$ cat src/rtl/regfile_pkg.sv
// ============================================================================
// Module   : regfile_pkg
// Purpose  : Default sizes and shared types for the scoreboarded register file.
// Revision : 1.0
// ============================================================================
`default_nettype none

package regfile_pkg;

    localparam int DEFAULT_DATA_W   = 8;
    localparam int DEFAULT_NUM_REGS = 4;

    typedef logic [$clog2(DEFAULT_NUM_REGS)-1:0] reg_idx_t;
    typedef logic [DEFAULT_DATA_W-1:0]           data_word_t;

endpackage

`default_nettype wire

$ cat src/rtl/regfile_busy_tracker.sv
// ============================================================================
// Module   : regfile_busy_tracker
// Purpose  : Per-register busy bits, outstanding-op counter, issue/wb/wr
//            legality and the registered error pulse.
// Revision : 1.0
// ============================================================================
`default_nettype none

module regfile_busy_tracker #(
    parameter int NUM_REGS = 4,
    parameter int ADDR_W   = 2,
    parameter int MAX_PEND = 2,
    parameter int R0_ZERO  = 0,
    parameter int PCNT_W   = $clog2(MAX_PEND + 1)
) (
    input  logic                clk,
    input  logic                reset_n,
    input  logic                issue_en,
    input  logic [ADDR_W-1:0]   issue_addr,
    input  logic                wb_en,
    input  logic [ADDR_W-1:0]   wb_addr,
    input  logic                wr_en,
    input  logic [ADDR_W-1:0]   wr_addr,
    input  logic                flush,
    output logic                issue_ack,
    output logic                wb_legal,
    output logic                wr_accept,
    output logic [NUM_REGS-1:0] busy_vec,
    output logic [PCNT_W-1:0]   pend_cnt,
    output logic                pend_full,
    output logic                err_pulse
);

    logic [NUM_REGS-1:0] r_busy;
    logic [PCNT_W-1:0]   r_cnt;
    logic                r_err;

    logic                w_issue_r0;
    logic                w_wb_r0;
    logic                w_wr_r0;
    logic                w_wb_legal;
    logic                w_slot_ok;
    logic                w_issue_ok;
    logic                w_ack;
    logic                w_set;
    logic                w_wb_wr_hit;
    logic                w_wr_ok;
    logic                w_err;
    logic [NUM_REGS-1:0] w_set_mask;
    logic [NUM_REGS-1:0] w_clr_mask;
    logic [PCNT_W-1:0]   w_cnt_next;

    assign w_issue_r0 = (R0_ZERO != 0) && (issue_addr == '0);
    assign w_wb_r0    = (R0_ZERO != 0) && (wb_addr == '0);
    assign w_wr_r0    = (R0_ZERO != 0) && (wr_addr == '0);

    assign w_wb_legal = wb_en & ~w_wb_r0 & r_busy[wb_addr];
    // A legal writeback frees a slot (and the target itself) in the same cycle.
    assign w_slot_ok  = (r_cnt != PCNT_W'(MAX_PEND)) | w_wb_legal;
    assign w_issue_ok = ~r_busy[issue_addr] | (w_wb_legal & (wb_addr == issue_addr));
    assign w_ack      = issue_en & ~flush & (w_issue_r0 | (w_issue_ok & w_slot_ok));
    assign w_set      = w_ack & ~w_issue_r0;

    // Writeback always wins a same-register collision with a direct write.
    assign w_wb_wr_hit = wb_en & ~w_wb_r0 & (wb_addr == wr_addr);
    assign w_wr_ok     = wr_en & ~w_wr_r0 & ~r_busy[wr_addr] & ~w_wb_wr_hit;
    assign w_err       = (wr_en & ~w_wr_r0 & ~w_wr_ok) |
                         (wb_en & ~w_wb_r0 & ~r_busy[wb_addr]);

    assign w_set_mask = w_set      ? (NUM_REGS'(1) << issue_addr) : '0;
    assign w_clr_mask = w_wb_legal ? (NUM_REGS'(1) << wb_addr)    : '0;
    assign w_cnt_next = r_cnt + PCNT_W'(w_set) - PCNT_W'(w_wb_legal);

    always_ff @(posedge clk or negedge reset_n) begin
        if (!reset_n) begin
            r_busy <= '0;
            r_cnt  <= '0;
            r_err  <= 1'b0;
        end else begin
            r_err <= w_err;
            if (flush) begin
                r_busy <= '0;
                r_cnt  <= '0;
            end else begin
                r_busy <= (r_busy & ~w_clr_mask) | w_set_mask;
                r_cnt  <= w_cnt_next;
            end
        end
    end

    assign issue_ack = w_ack;
    assign wb_legal  = w_wb_legal;
    assign wr_accept = w_wr_ok;
    assign busy_vec  = r_busy;
    assign pend_cnt  = r_cnt;
    assign pend_full = (r_cnt == PCNT_W'(MAX_PEND));
    assign err_pulse = r_err;

endmodule

`default_nettype wire

$ cat src/rtl/regfile_scoreboard.sv
// ============================================================================
// Module   : regfile_scoreboard
// Purpose  : Multi-read register file with busy-bit hazard scoreboard.
//            Optional macro REGFILE_BYPASS_EN forwards same-cycle writes to reads.
// Revision : 1.0
// ============================================================================
`default_nettype none

module regfile_scoreboard
    import regfile_pkg::*;
#(
    parameter int DATA_W   = DEFAULT_DATA_W,
    parameter int NUM_REGS = DEFAULT_NUM_REGS,
    parameter int ADDR_W   = $clog2(NUM_REGS),
    parameter int NUM_RD   = 2,
    parameter int MAX_PEND = 2,
    parameter int R0_ZERO  = 0
) (
    input  logic                         clk,
    input  logic                         reset_n,
    input  logic [NUM_RD*ADDR_W-1:0]     rd_addr,
    output logic [NUM_RD*DATA_W-1:0]     rd_data,
    output logic [NUM_RD-1:0]            rd_busy,
    input  logic                         wr_en,
    input  logic [ADDR_W-1:0]            wr_addr,
    input  logic [DATA_W-1:0]            wr_data,
    input  logic                         issue_en,
    input  logic [ADDR_W-1:0]            issue_addr,
    output logic                         issue_ack,
    input  logic                         wb_en,
    input  logic [ADDR_W-1:0]            wb_addr,
    input  logic [DATA_W-1:0]            wb_data,
    input  logic                         flush,
    output logic [NUM_REGS-1:0]          busy_vec,
    output logic [$clog2(MAX_PEND+1)-1:0] pend_cnt,
    output logic                         pend_full,
    output logic                         err_pulse,
    output logic [NUM_REGS*DATA_W-1:0]   debug_out
);

    logic [DATA_W-1:0] r_regs [NUM_REGS];
    logic              w_wb_legal;
    logic              w_wr_accept;

    regfile_busy_tracker #(
        .NUM_REGS (NUM_REGS),
        .ADDR_W   (ADDR_W),
        .MAX_PEND (MAX_PEND),
        .R0_ZERO  (R0_ZERO)
    ) u_tracker (
        .clk        (clk),
        .reset_n    (reset_n),
        .issue_en   (issue_en),
        .issue_addr (issue_addr),
        .wb_en      (wb_en),
        .wb_addr    (wb_addr),
        .wr_en      (wr_en),
        .wr_addr    (wr_addr),
        .flush      (flush),
        .issue_ack  (issue_ack),
        .wb_legal   (w_wb_legal),
        .wr_accept  (w_wr_accept),
        .busy_vec   (busy_vec),
        .pend_cnt   (pend_cnt),
        .pend_full  (pend_full),
        .err_pulse  (err_pulse)
    );

    // Tracker guarantees wb and wr never accept the same register together.
    always_ff @(posedge clk or negedge reset_n) begin
        if (!reset_n) begin
            for (int i = 0; i < NUM_REGS; i++) begin
                r_regs[i] <= '0;
            end
        end else begin
            if (w_wb_legal) begin
                r_regs[wb_addr] <= wb_data;
            end
            if (w_wr_accept) begin
                r_regs[wr_addr] <= wr_data;
            end
        end
    end

    for (genvar k = 0; k < NUM_RD; k++) begin : g_rd
        logic [ADDR_W-1:0] w_addr;
        logic              w_r0;
        logic [DATA_W-1:0] w_data;
        logic              w_busy;

        assign w_addr = rd_addr[k*ADDR_W +: ADDR_W];
        assign w_r0   = (R0_ZERO != 0) && (w_addr == '0);

        always_comb begin
            w_data = w_r0 ? '0 : r_regs[w_addr];
            w_busy = w_r0 ? 1'b0 : busy_vec[w_addr];
`ifdef REGFILE_BYPASS_EN
            if (w_wb_legal && (wb_addr == w_addr)) begin
                w_data = wb_data;
                w_busy = 1'b0;
            end else if (w_wr_accept && (wr_addr == w_addr)) begin
                w_data = wr_data;
                w_busy = 1'b0;
            end
`endif
        end

        assign rd_data[k*DATA_W +: DATA_W] = w_data;
        assign rd_busy[k]                  = w_busy;
    end

    for (genvar i = 0; i < NUM_REGS; i++) begin : g_dbg
        assign debug_out[(NUM_REGS-1-i)*DATA_W +: DATA_W] = r_regs[i];
    end

endmodule

`default_nettype wire

$ cat config.mk
export PLATFORM = sky130hd
export DESIGN_NAME = regfile_scoreboard
export DESIGN_NICKNAME = d
export VERILOG_FILES = /design/src/rtl/regfile_pkg.sv /design/src/rtl/regfile_busy_tracker.sv /design/src/rtl/regfile_scoreboard.sv
export SDC_FILE = /design/constraint.sdc
export NUM_CORES = 1
export LEC_CHECK = 0
export ABC_CLOCK_PERIOD_IN_PS = 2700
export CORE_UTILIZATION = 41
export CTS_BUF_LIST = sky130_fd_sc_hd__clkbuf_16
export CTS_CLUSTER_SIZE = 30
export DETAILED_ROUTE_END_ITERATION = 16
export HOLD_SLACK_MARGIN = 0.15
export MAX_ROUTING_LAYER = met4
export PLACE_DENSITY_LB_ADDON = 0.08
export SYNTH_ARGS = -nofsm -noshare
export SYNTH_HDL_FRONTEND = slang
export SYNTH_SLANG_ARGS = --single-unit
export TNS_END_PERCENT = 10
$ cat constraint.sdc
create_clock -name clk -period 2.7 [get_ports clk]
set_input_delay 0.81 -clock clk [delete_from_list [all_inputs] [get_ports clk]]
set_output_delay 0.81 -clock clk [all_outputs]
set_load 0.02 [all_outputs]
# After elaboration in Yosys (flattened, before gate mapping)
# Cells that the tools add are included.
[totals]
wordCells = 82
regBits = 39
input_bits = 32
[op_classes]
reduce_logical = 2
n_bitwise = 26
n_eq_ne = 4
magnitude_cmp = 11
n_addsub = 2
n_mux = 28
shifts = 2
[op_table]
columns = ["operator", "count"]
rows = [
  ["$bwmux W32", 2],
  ["$mux W32", 2],
  ["$mux W8", 6],
  ["$bmux W8 S2", 2],
  ["$demux W8 S2", 2],
  ["$lt A2 B3 Y1 const B", 5],
  ["$ge A3 B3 Y1 const B", 4],
  ["$mux W4", 3],
  ["$not A2 Y3", 4],
  ["$and A1 B1 Y1", 10],
  ["$bmux W1 S2", 5],
  ["$shl A1 B2 Y4 const A", 2],
  ["$lt A3 B1 Y1 const B", 2],
  ["$not A1 Y1", 6],
  ["$mux W1", 5],
  ["$and A4 B4 Y4", 1],
  ["$eq A2 B2 Y1", 2],
  ["$not A4 Y4", 1],
  ["$or A4 B4 Y4", 1],
  ["$or A1 B1 Y1", 3],
  ["$add A2 B1 Y2", 1],
  ["$eq A2 B2 Y1 const B", 1],
  ["$logic_and A1 B1 Y1", 2],
  ["$mux W2", 1],
  ["other kinds (2)", 2],
]

# Longest topological paths before layout
# Gate-level depths: netlist (run 1).
[logic_depth]
depth_word = 10
ltp_mapped = 11
mapped_depth_nobuf = 10

# Cells and area by module
# Synthesis (run 1) repeated with hierarchy kept, for this count alone.
[hier_totals]
cells_unflattened = 261
hier_area_um2 = 2555.0
[by_module_without_submodules]
columns = ["mod", "area_each_um2", "seq_area_each_um2", "cells_each", "n_inst"]
rows = [
  ["regfile_scoreboard", 2029.4, 800.8, 208, 1],
  ["regfile_busy_tracker", 525.5, 175.2, 53, 1],
]

# Least setup slack after synthesis (run 1)
# OpenSTA, ideal clock, no wires.
[synth_timing]
path_type = "input port to flip-flop"
from = "in issue_addr[0]"
to = "reg u_tracker.r_cnt[1], in the netlist u_tracker.pend_cnt[1]"
stages = 10
path_buffers = 0
required_ns = 2.571
arrival_ns = 2.697
setup_slack_ns = -0.127
setup_ns = 0.129
cell_sequence = "mux4_2 -> nor3b_1 -> a31oi_1 -> or2_2 -> ha_1 -> inv_1 -> ha_1 -> xor2_1 -> xnor2_1 -> nor2_1"
[synth_between]
elab_chain_len = 9
word_cells_on_any_way = 11
classes_between = "2 x add/sub; 1 x eq/ne; 3 x mux; 5 x bitwise"
[synth_lines]
columns = ["item", "line", "source"]
rows = [
  ["start: declaration", "regfile_scoreboard.sv:28", "input logic [ADDR_W-1:0] issue_addr,"],
  ["$bmux W1 S2", "regfile_busy_tracker.sv:60", "assign w_issue_ok = ~r_busy[issue_addr] | (w_wb_legal & (wb_addr == issue_addr));"],
  ["$mux W1 (implied by the code)", "regfile_busy_tracker.sv:60", ""],
  ["$not A1 Y1", "regfile_busy_tracker.sv:60", ""],
  ["$or A1 B1 Y1 (*)", "regfile_busy_tracker.sv:60", ""],
  ["$and A1 B1 Y1 (*) (2 in series)", "regfile_busy_tracker.sv:61", "assign w_ack = issue_en & ~flush & (w_issue_r0 | (w_issue_ok & w_slot_ok));"],
  ["$add A2 B1 Y2 (*)", "regfile_busy_tracker.sv:72", "assign w_cnt_next = r_cnt + PCNT_W'(w_set) - PCNT_W'(w_wb_legal);"],
  ["$sub A2 B1 Y2 (*)", "regfile_busy_tracker.sv:72", ""],
  ["$mux W2 (*)", "regfile_busy_tracker.sv:81", "if (flush) begin"],
  ["end signal: assignment", "regfile_busy_tracker.sv:86", "r_cnt <= w_cnt_next;"],
  ["end: declaration", "regfile_busy_tracker.sv:35", "logic [PCNT_W-1:0] r_cnt;"],
]
# Mark *: on every way between the ends. The rest lies on a longest branch, timed or not. The select of a mux whose other input is x is not followed.

# Worst setup path after layout (run 1)
[layout_timing]
from = "in issue_addr[0]"
to = "out issue_ack"
[layout_between]
elab_chain_len = 6
word_cells_on_any_way = 8
classes_between = "1 x eq/ne; 2 x mux; 5 x bitwise"
[layout_lines]
columns = ["item", "line", "source"]
rows = [
  ["$bmux W1 S2", "regfile_busy_tracker.sv:60", ""],
  ["$mux W1 (implied by the code)", "regfile_busy_tracker.sv:60", ""],
  ["$not A1 Y1", "regfile_busy_tracker.sv:60", ""],
  ["$or A1 B1 Y1 (*)", "regfile_busy_tracker.sv:60", ""],
  ["$and A1 B1 Y1 (*) (2 in series)", "regfile_busy_tracker.sv:61", ""],
  ["end: declaration", "regfile_scoreboard.sv:29", "output logic issue_ack,"],
]
# Marked as above.

==> results.yml, run 1 <==
power:
  clkPwrFrac_pct: 24.0
  ir_worst_vdd_v: 0.000436
  total_power_w: 0.00280
  power.switching_w: 0.000949
  powerDensity_nw_per_um2: 689
  leakage_nw: 1.84
  cellInternalPower_w: 0.00186
  p_comb_share_pct: 45.4
  p_sw_share_pct: 33.8
  seqPwrFrac_pct: 30.6
setup_path:
  critPathMaxFanout: 2
  crit_type: "in2out"
  cp_top_family: "multiplexers"
  path_cells: "buf_6, mux4_2, nor3b_2, a31oi_2, nor2_1, buf_4"
  end_kind: "output pin"
  cp-start-kind: "input pin"
  path_buf_inv: 2
  crit_path_top_delay_cell: "mux4_2"
  crit_path_max_incr_delay_ns: 0.52
  worstPathRequired_ns: 1.89
  critPathArrivalTime_ns: 1.91
synthesis:
  synth.avg_cell_area_um2: 12.4
  syn_area_um2: 2570
  syn_inst: 208
  synth_edf_count: 0
  ys_types: 35
  syn-num-nets: 242
  synth_seq_cells: 39
  ys_warn_count: 0
  synth-async-reset-ratio_pct: 100
  ys_seq_area_share_pct: 37.9
  synth_ff_type: "dfrtp_1"
cts:
  cts-buffers-inserted: 5
  clk_latency_ns: 0.28
  h-tree-depth: 2
  hold_buffers: 0
  cts_root_buf: "clkbuf_16"
  clkTransAtPathRegs_ns: 0.06
  cts_tree: "yes"
  cts_sinks: 39
  clockBufferDepth: 2
floorplan:
  design.die.area_um2: 6600
  core.rowCount: 28
  initial_core_util_pct: 42.9
  core_um2: 5990
  die_w_um: 81.2
  io-pin-count: 91
  fp.dieH_um: 81.2
status:
  outcome: "finished, violations left"
  violations: "negative setup slack"
finish:
  diodes: 0
  nNetsFinal: 365
  area_growth_pct: 58.3
  drive_gt1_share_pct: 41.9
routing:
  num_vias: 2289
  vias_per_cell: 5.62
  avgRoutedWirePerCell_um: 19.2
  drt_pass1_iterations: 4
  drc: 0
  wirelength_mm: 7.80
  drtIter0Drc: 93
  ant_nets: 0
sta:
  fin_tns_setup_ns: -0.0345
  setup_slack_ns: -0.0241
  skew_ns: 0.00473
  max-slew-margin-rel_pct: 73.8
  rsz0062_at_grt: "yes"
  setup_viol: 2
  worst_pin_slew_ns: 0.393
  min_period_over_period_pct: 101
  fmax_ghz: 0.367
  final_max_slew_viol_count: 0
  hold_viol_final: 0
  hold_ws_ns: 0.449
  period_minus_slack_ns: 2.72
grt:
  grt_pass1_vias: 2286
  grt_max_degree: 18
  grt_pass1_wl_mm: 12.1
  grt_overflow_total: 0
  antenna_found_initial: 0
  grtUsageTotal_pct: 26.4
job:
  cap_violations: 0
placed_design:
  numPortBuffers: 90
  hpwl_mm: 5.50
  gp_congestion: 0.816
min_path:
  hold_class: "in2async"
[path summary, 6_finish.rpt]
path                                                  from                               to  slack [ns]  cells after the start
max in group asynchronous                          reset_n          debug_out[19]$_DFF_PN0_        1.67                      2
min in group clk           u_tracker.pend_cnt[1]$_DFF_PN0_  u_tracker.pend_cnt[1]$_DFF_PN0_        0.57                      2
hold / removal                                     reset_n    u_tracker.err_pulse$_DFF_PN0_        0.45                      1
setup reg to reg           u_tracker.busy_vec[3]$_DFF_PN0_  u_tracker.pend_cnt[1]$_DFF_PN0_        0.24                     11
setup / recovery                             issue_addr[0]                        issue_ack       -0.02                      6
hold reg to reg            u_tracker.pend_cnt[1]$_DFF_PN0_  u_tracker.pend_cnt[1]$_DFF_PN0_        0.57                      2
[cells in the final DEF (no fill, tap or decap), drive strengths merged, types with 2 or more instances in the layout]
master	count
clkdlybuf4s50	61
buf	56
dfrtp	39
mux2	33
nand2	20
mux2i	19
mux4	19
o21ai	17
clkdlybuf4s15	10
clkbuf	7
nand2b	4
xor2	4
inv	4
o41ai	4
nor2b	3
nand3b	3
nor2	2
xnor2	2
a311oi	2
nand4	2
dlygate4sd2	2
o22ai	2
a31oi	2
ha	2
clkinv	2
[cell usage after synthesis (4+ instances only)]
| master | count | area [um2] |
|---|---|---|
| mux2_4 | 8 | 120 |
| o41ai_1 | 4 | 35.0 |
| nand2b_1 | 4 | 25.0 |
| o21ai_1 | 4 | 20.0 |
| mux2i_1 | 19 | 190 |
| mux4_2 | 19 | 428 |
| dfrtp_1 | 39 | 976 |
| o21ai_0 | 13 | 65.1 |
| buf_2 | 4 | 20.0 |
| mux2_2 | 25 | 282 |
| inv_1 | 4 | 15.0 |
| nand2_1 | 20 | 75.1 |
| xor2_1 | 4 | 35.0 |
| clkbuf_1 | 6 | 22.5 |
[through the flow]
stage	instance area (um2)	setup WS, ns	util, %	std cells
detailed placement	3860	-0.916	64.5	395
finish	4070	-0.0241	68.0	407
global route	4070	-0.125	68.0	407
CTS	4050	-0.0418	67.6	405
global placement	3860	-0.902	64.5	395
floorplan	2590	-0.0835	-	208
[state kept, by name, indices dropped and copies added, names as in the netlist]
register	count
u_tracker.pend_cnt	2
debug_out	32
u_tracker.busy_vec	4
u_tracker.err_pulse	1
[power by group through the flow]
| stage | Combinational (W) | Clock [W] | Sequential, W |
|---|---|---|---|
| after floorplan | 0.000523 | 0 | 0.00101 |
| after detailed placement | 0.00130 | 0 | 0.000864 |
| final | 0.00127 | 0.000674 | 0.000858 |
| after global routing | 0.00135 | 0.000714 | 0.000880 |
| after global placement | 0.00129 | 0 | 0.000859 |
| after CTS | 0.00127 | 0.000680 | 0.000856 |
[what timing repair did]
item	in CTS	in global routing
gates resized for setup	100	6
endpoints found under the setup margin	21	6
pin swaps	4	5
cloned	1	0
hold endpoints to repair	0	0
buffers inserted	1	2
[per-layer routing]
metal,GRT usage [%],up-vias,wire length (um)
met2,40.3,83,3880
met3,5.73,8,421
met4,8.39,0,113
met5,-,-,0
met1,35.0,1161,3390
li1,-,1037,-
[layout make-up]
cell class	instances	area, um2
clock buffers	5	125
clock inverters	3	43.8
fillers	460	1920
inverters	4	15.0
multi-input cells	149	1550
flip-flops and latches	39	976
well taps	75	93.8
repair buffers	132	1270
[logic make-up (layout without fill, tap and decap cells)]
kind of cell / Yosys count / after routing / synth area share, %
muxes: 71 / 71 / 39.6
and+or+nand+nor: 40 / 40 / 8.03
xor gates and xnor gates: 6 / 6 / 2.04
buffers and inverters: 20 / 144 / 3.84
AOI/OAI and AO/OA: 30 / 30 / 7.54
adders and majority gates: 2 / 2 / 0.973
DFF: 39 / 39 / 37.9
Power figures use the tool's default switching activity.
==> run 2: changes to the inputs <==
--- a/config.mk
+++ b/config.mk
@@ -5,8 +5,8 @@
 export SDC_FILE = /design/constraint.sdc
 export NUM_CORES = 1
 export LEC_CHECK = 0
-export ABC_CLOCK_PERIOD_IN_PS = 2700
-export CORE_UTILIZATION = 41
+export ABC_CLOCK_PERIOD_IN_PS = 2900
+export CORE_UTILIZATION = 43
 export CTS_BUF_LIST = sky130_fd_sc_hd__clkbuf_16
 export CTS_CLUSTER_SIZE = 30
 export DETAILED_ROUTE_END_ITERATION = 16
==> constraint.sdc (replaced) <==
create_clock -name clk -period 2.9 [get_ports clk]
set_input_delay 0.87 -clock clk [delete_from_list [all_inputs] [get_ports clk]]
set_output_delay 0.87 -clock clk [all_outputs]
set_load 0.02 [all_outputs]
==> run 2 against run 1 <==
The flow now finishes without violations; critical endpoint is now rd_data[7]; critical path type unchanged; combinational power fell by 7%; critical path depth fell by 3; register-to-register slack improved by 0.19 ns.
==> results.yml, run 2 (synthesized netlist as in run 1, its figures left out) <==
sta:
  rsz0062_at_grt: "yes"
  fmax_ghz: 0.348
  period_minus_slack_ns: 2.87
  hold_viol_final: 0
  worst_pin_slew_ns: 0.894
  final_max_slew_viol_count: 0
  max-slew-margin-rel_pct: 40.4
  skew_ns: 0.00157
  setup_viol: 0
  min_period_over_period_pct: 99.1
setup_path:
  critPathMaxFanout: 3
  worstPathRequired_ns: 2.03
  setup.worst_path.start: "rd_addr[1]"
  critPathArrivalTime_ns: 2.00
  crit_path_top_delay_cell: "mux4_2"
  r2r-start: "u_tracker.busy_vec[3]$_DFF_PN0_"
  crit_type: "in2out"
  end_kind: "output pin"
  cp-start-kind: "input pin"
  crit_path_max_incr_delay_ns: 0.51
  path_cells: "clkdlybuf4s15_1, mux4_2, dlygate4sd2_1"
  r2r_slack_ns: 0.43
floorplan:
  die_w_um: 79.3
  io-pin-count: 91
  core.rowCount: 27
  fp.dieH_um: 79.3
  core_um2: 5640
  design.die.area_um2: 6300
  initial_core_util_pct: 45.6
grt:
  grtUsageTotal_pct: 27.7
  antenna_found_initial: 0
  grt_pass1_vias: 2249
  grt_overflow_total: 0
  grt_pass1_wl_mm: 12.3
  grt_max_degree: 40
status:
  outcome: "finished clean"
min_path:
  hold_class: "reg2reg"
  min_from: "u_tracker.pend_cnt[1]$_DFF_PN0_"
finish:
  layout_common_cells: "61 x clkdlybuf4s50_1, 39 x dfrtp_1, 37 x buf_4"
  area_growth_pct: 56.1
  fin_util_pct: 71.2
  multi_input_area_um2: 1560
  drive_gt1_share_pct: 41.0
  nNetsFinal: 362
  layout.cells.non_filler: 401
  largest_reg_flops: 32
  finalInstanceArea_um2: 4020
  layout_commonest_cell: "clkdlybuf4s50_1"
  register_area_um2: 976
  diodes: 0
  fillers: 456
cts:
  cts-buffers-inserted: 5
  cts_sinks: 39
  clkTransAtPathRegs_ns: 0.06
  clk_latency_ns: 0.28
  cts_root_buf: "clkbuf_16"
  clockBufferDepth: 2
  h-tree-depth: 2
  cts_tree: "yes"
routing:
  vias_per_cell: 5.59
  drc: 0
  ant_nets: 0
  drtIter0Drc: 118
  num_vias: 2242
  avgRoutedWirePerCell_um: 19.3
  wirelength_mm: 7.75
  drt_pass1_iterations: 4
power:
  ir_worst_vdd_v: 0.000348
  leakage_nw: 1.81
  powerDensity_nw_per_um2: 628
  total_power_w: 0.00252
placed_design:
  numPortBuffers: 90
  placedInstanceArea_um2: 3790
  dp_cells: 389
  gp_congestion: 0.832
  hpwl_mm: 5.36
job:
  cap_violations: 0
[run 2: cell types whose count changed in the layout (fill, tap and decap cells not counted), sizes merged]
cell and delta:
clkinv -1, clkbuf -1, inv +1, clkinvlp +1, bufinv -1, buf -6
bufbuf +1, dlygate4sd2 +3
[run 2: final timing paths]
path | end | cells after the start
max | rd_data[7] | 3
min | u_tracker.pend_cnt[1]$_DFF_PN0_ | 2
max reg2reg | u_tracker.pend_cnt[1]$_DFF_PN0_ | 11
min reg2reg | u_tracker.pend_cnt[1]$_DFF_PN0_ | 2
max in group asynchronous | u_tracker.busy_vec[0]$_DFF_PN0_ | 1
min in group asynchronous | u_tracker.err_pulse$_DFF_PN0_ | 1
[run 2: routing by layer]
layer / GRT usage (%) / routed length [um] / share of wire [%]
met4: 7.82 / 141 / 1.8
met1: 37.2 / 3510 / 45
met3: 4.14 / 306 / 3.9
met2: 43.8 / 3790 / 49
met5: - / 0 / 0
[run 2: what timing repair did]
action | in CTS | in global routing
setup endpoints to repair | 21 | 11
resized for setup | 93 | 6
hold buffers | 0 | 0
pin swaps | 6 | 4
cloned | 2 | 0
setup buffers | 2 | 0
hold endpoints to repair | 0 | 0
[run 2: critical path, delay by kind of cell]
| kind | cells | cell delay, ns |
|---|---|---|
| buffers and inverters | 2 | 0.62 |
| multiplexers | 1 | 0.51 |
[run 2: metrics by stage]
step / TNS, ns / hold WS (ns) / setup WS, ns
2_1_floorplan: -0.00355 / 0.574 / -0.00355
3_3_place_gp: -12.74 / 0.555 / -0.858
3_5_place_dp: -13.25 / 0.576 / -0.864
4_1_cts: -0.0618 / 0.595 / -0.0240
5_1_grt: -0.0488 / 0.608 / -0.0488
6_report: 0 / 0.574 / 0.0267
[run 2: final cells by class]
type / instances / share of cell area (%)
clock inverters: 3 / 0.405
inverters: 4 / 0.374
clock buffers: 5 / 3.12
multi-input cells: 149 / 38.9
well taps: 72 / 2.24
repair buffers: 129 / 30.6
flip-flops and latches: 39 / 24.3
[run 2: where the power goes]
| part | switching, W | total [W] | internal, W |
|---|---|---|---|
| clock network | 0.000221 | 0.000535 | 0.000314 |
| logic | 0.000529 | 0.00118 | 0.000654 |
| registers | 0.000132 | 0.000802 | 0.000671 |
| total | 0.000882 | 0.00252 | 0.00164 |
==> run 3: changes to the inputs <==
--- a/config.mk
+++ b/config.mk
@@ -7,7 +7,6 @@
 export LEC_CHECK = 0
 export ABC_CLOCK_PERIOD_IN_PS = 2900
 export CORE_UTILIZATION = 43
-export CTS_BUF_LIST = sky130_fd_sc_hd__clkbuf_16
 export CTS_CLUSTER_SIZE = 30
 export DETAILED_ROUTE_END_ITERATION = 16
 export HOLD_SLACK_MARGIN = 0.15
==> run 3 against run 2 <==
First-iteration DRC count is 3.4% lower; sequential cell count is the same; critical path depth is the same; combinational power about the same; routed wire length down 1.4%; utilization fell by 1.3 points; via count fell by 0.54%; critical path type unchanged; die area did not move; global-route usage down 0.56 points; sequential share of layout area is 0.44 points higher.
==> results.yml, run 3 (synthesized netlist as in run 1, its figures left out) <==
status:
  outcome: "finished clean"
placed_design:
  numPortBuffers: 90
  gp_congestion: 0.832
  hpwl_mm: 5.36
sta:
  hold_viol_final: 0
  period_minus_slack_ns: 2.86
  setup_viol: 0
  min_period_over_period_pct: 98.7
  rsz0062_at_grt: "yes"
  worst_pin_slew_ns: 0.900
  skew_ns: 0.00438
  hold_ws_ns: 0.576
  fmax_ghz: 0.349
  max-slew-margin-rel_pct: 40.0
  final_max_slew_viol_count: 0
finish:
  layout_commonest_cell: "clkdlybuf4s50_1"
  layout_common_cells: "61 x clkdlybuf4s50_1, 39 x dfrtp_1, 37 x buf_4"
  drive_gt1_share_pct: 40.7
  nNetsFinal: 362
  fillers: 461
  multi_input_area_um2: 1550
  diodes: 0
  fin_util_pct: 69.9
  area_growth_pct: 53.4
  register_area_um2: 976
  largest_reg_flops: 32
floorplan:
  core.rowCount: 27
  die_w_um: 79.3
  io-pin-count: 91
  core_um2: 5640
  initial_core_util_pct: 45.6
  design.die.area_um2: 6300
  fp.dieH_um: 79.3
routing:
  drtIter0Drc: 114
  ant_nets: 0
  avgRoutedWirePerCell_um: 19.1
  vias_per_cell: 5.56
  drt_pass1_iterations: 4
  drc: 0
  num_vias: 2230
  wirelength_mm: 7.64
grt:
  antenna_found_initial: 0
  grt_pass1_vias: 2236
  grtUsageTotal_pct: 27.1
  grt_overflow_total: 0
  grt_max_degree: 40
  grt_pass1_wl_mm: 12.1
setup_path:
  critPathMaxFanout: 3
  worstPathRequired_ns: 2.03
  end_kind: "output pin"
  critPathArrivalTime_ns: 1.99
  cp-start-kind: "input pin"
  crit_type: "in2out"
power:
  clkPwrFrac_pct: 15.8
  powerDensity_nw_per_um2: 596
  leakage_nw: 1.78
  p_comb_share_pct: 50.1
  ir_worst_vdd_v: 0.000363
  p_sw_share_pct: 36.6
  seqPwrFrac_pct: 34.1
  total_power_w: 0.00235
  power.switching_w: 0.000860
  cellInternalPower_w: 0.00149
job:
  cap_violations: 0
min_path:
  hold_class: "reg2reg"
cts:
  cts-buffers-inserted: 5
  cts_sinks: 39
  clk_latency_ns: 0.29
  cts_root_buf: "clkbuf_8"
  cts_tree: "yes"
  clkTransAtPathRegs_ns: 0.08
  clockBufferDepth: 2
  h-tree-depth: 2
==> run 3: final timing paths <==
kind                                                 start                              end  slack, ns  cells past startpoint
setup / recovery                                rd_addr[1]                       rd_data[7]       0.04                      3
hold / removal             u_tracker.pend_cnt[1]$_DFF_PN0_  u_tracker.pend_cnt[1]$_DFF_PN0_       0.58                      2
setup reg to reg           u_tracker.busy_vec[3]$_DFF_PN0_  u_tracker.pend_cnt[1]$_DFF_PN0_       0.34                     11
hold reg to reg            u_tracker.pend_cnt[1]$_DFF_PN0_  u_tracker.pend_cnt[1]$_DFF_PN0_       0.58                      2
max in group asynchronous                          reset_n  u_tracker.busy_vec[1]$_DFF_PN0_       1.64                      1
min in group asynchronous                          reset_n    u_tracker.err_pulse$_DFF_PN0_       0.69                      1
==> run 3: repair_timing <==
item | 4_1_cts | 5_1_grt
hold buffers | 0 | 0
buffers inserted | 2 | 0
hold endpoints to repair | 0 | 0
gates cloned | 2 | 0
pin swaps | 6 | 3
resized for setup | 90 | 7
setup endpoints to repair | 21 | 11
==> run 3: metrics by stage <==
step	setup TNS, ns	instance area, um2	setup slack [ns]	std cells
final	0	3950	0.0371	401
after CTS	-0.0618	3950	-0.0240	401
after floorplan	-0.00355	2570	-0.00355	208
after global placement	-12.74	3790	-0.858	389
after global routing	-0.0882	3950	-0.0455	401
after detailed placement	-13.25	3790	-0.864	389
==> run 3: per-layer routing <==
layer | vias up | global-route usage (%) | share of wire, %
met4 | 0 | 7.64 | 1.8
met1 | 1120 | 37.2 | 46
met5 | - | - | 0
met2 | 70 | 42.2 | 47
li1 | 1029 | - | -
met3 | 11 | 3.91 | 4.4
==> run 3: power by group through the flow <==
stage | Clock, W | Combinational, W | Sequential [W]
after floorplan | 0 | 0.000483 | 0.000937
after CTS | 0.000377 | 0.00118 | 0.000798
after detailed placement | 0 | 0.00120 | 0.000808
final | 0.000371 | 0.00118 | 0.000800
after global placement | 0 | 0.00118 | 0.000802
after global routing | 0.000402 | 0.00125 | 0.000821
==> run 3: cell type report <==
| type | instances | share of cell area, % |
|---|---|---|
| Tap cell | 72 | 2.28 |
| Clock inverter | 2 | 0.317 |
| Sequential cell | 39 | 24.7 |
| Timing Repair Buffer | 129 | 31.2 |
| Inverter | 4 | 0.381 |
| Multi-Input combinational cell | 149 | 39.3 |
| Clock buffer | 6 | 1.84 |
==> run 3: worst max-delay path, cell delays in order <==
cell             delay [ns]
clkdlybuf4s15_1        0.28
mux4_2                 0.51
dlygate4sd2_1          0.33
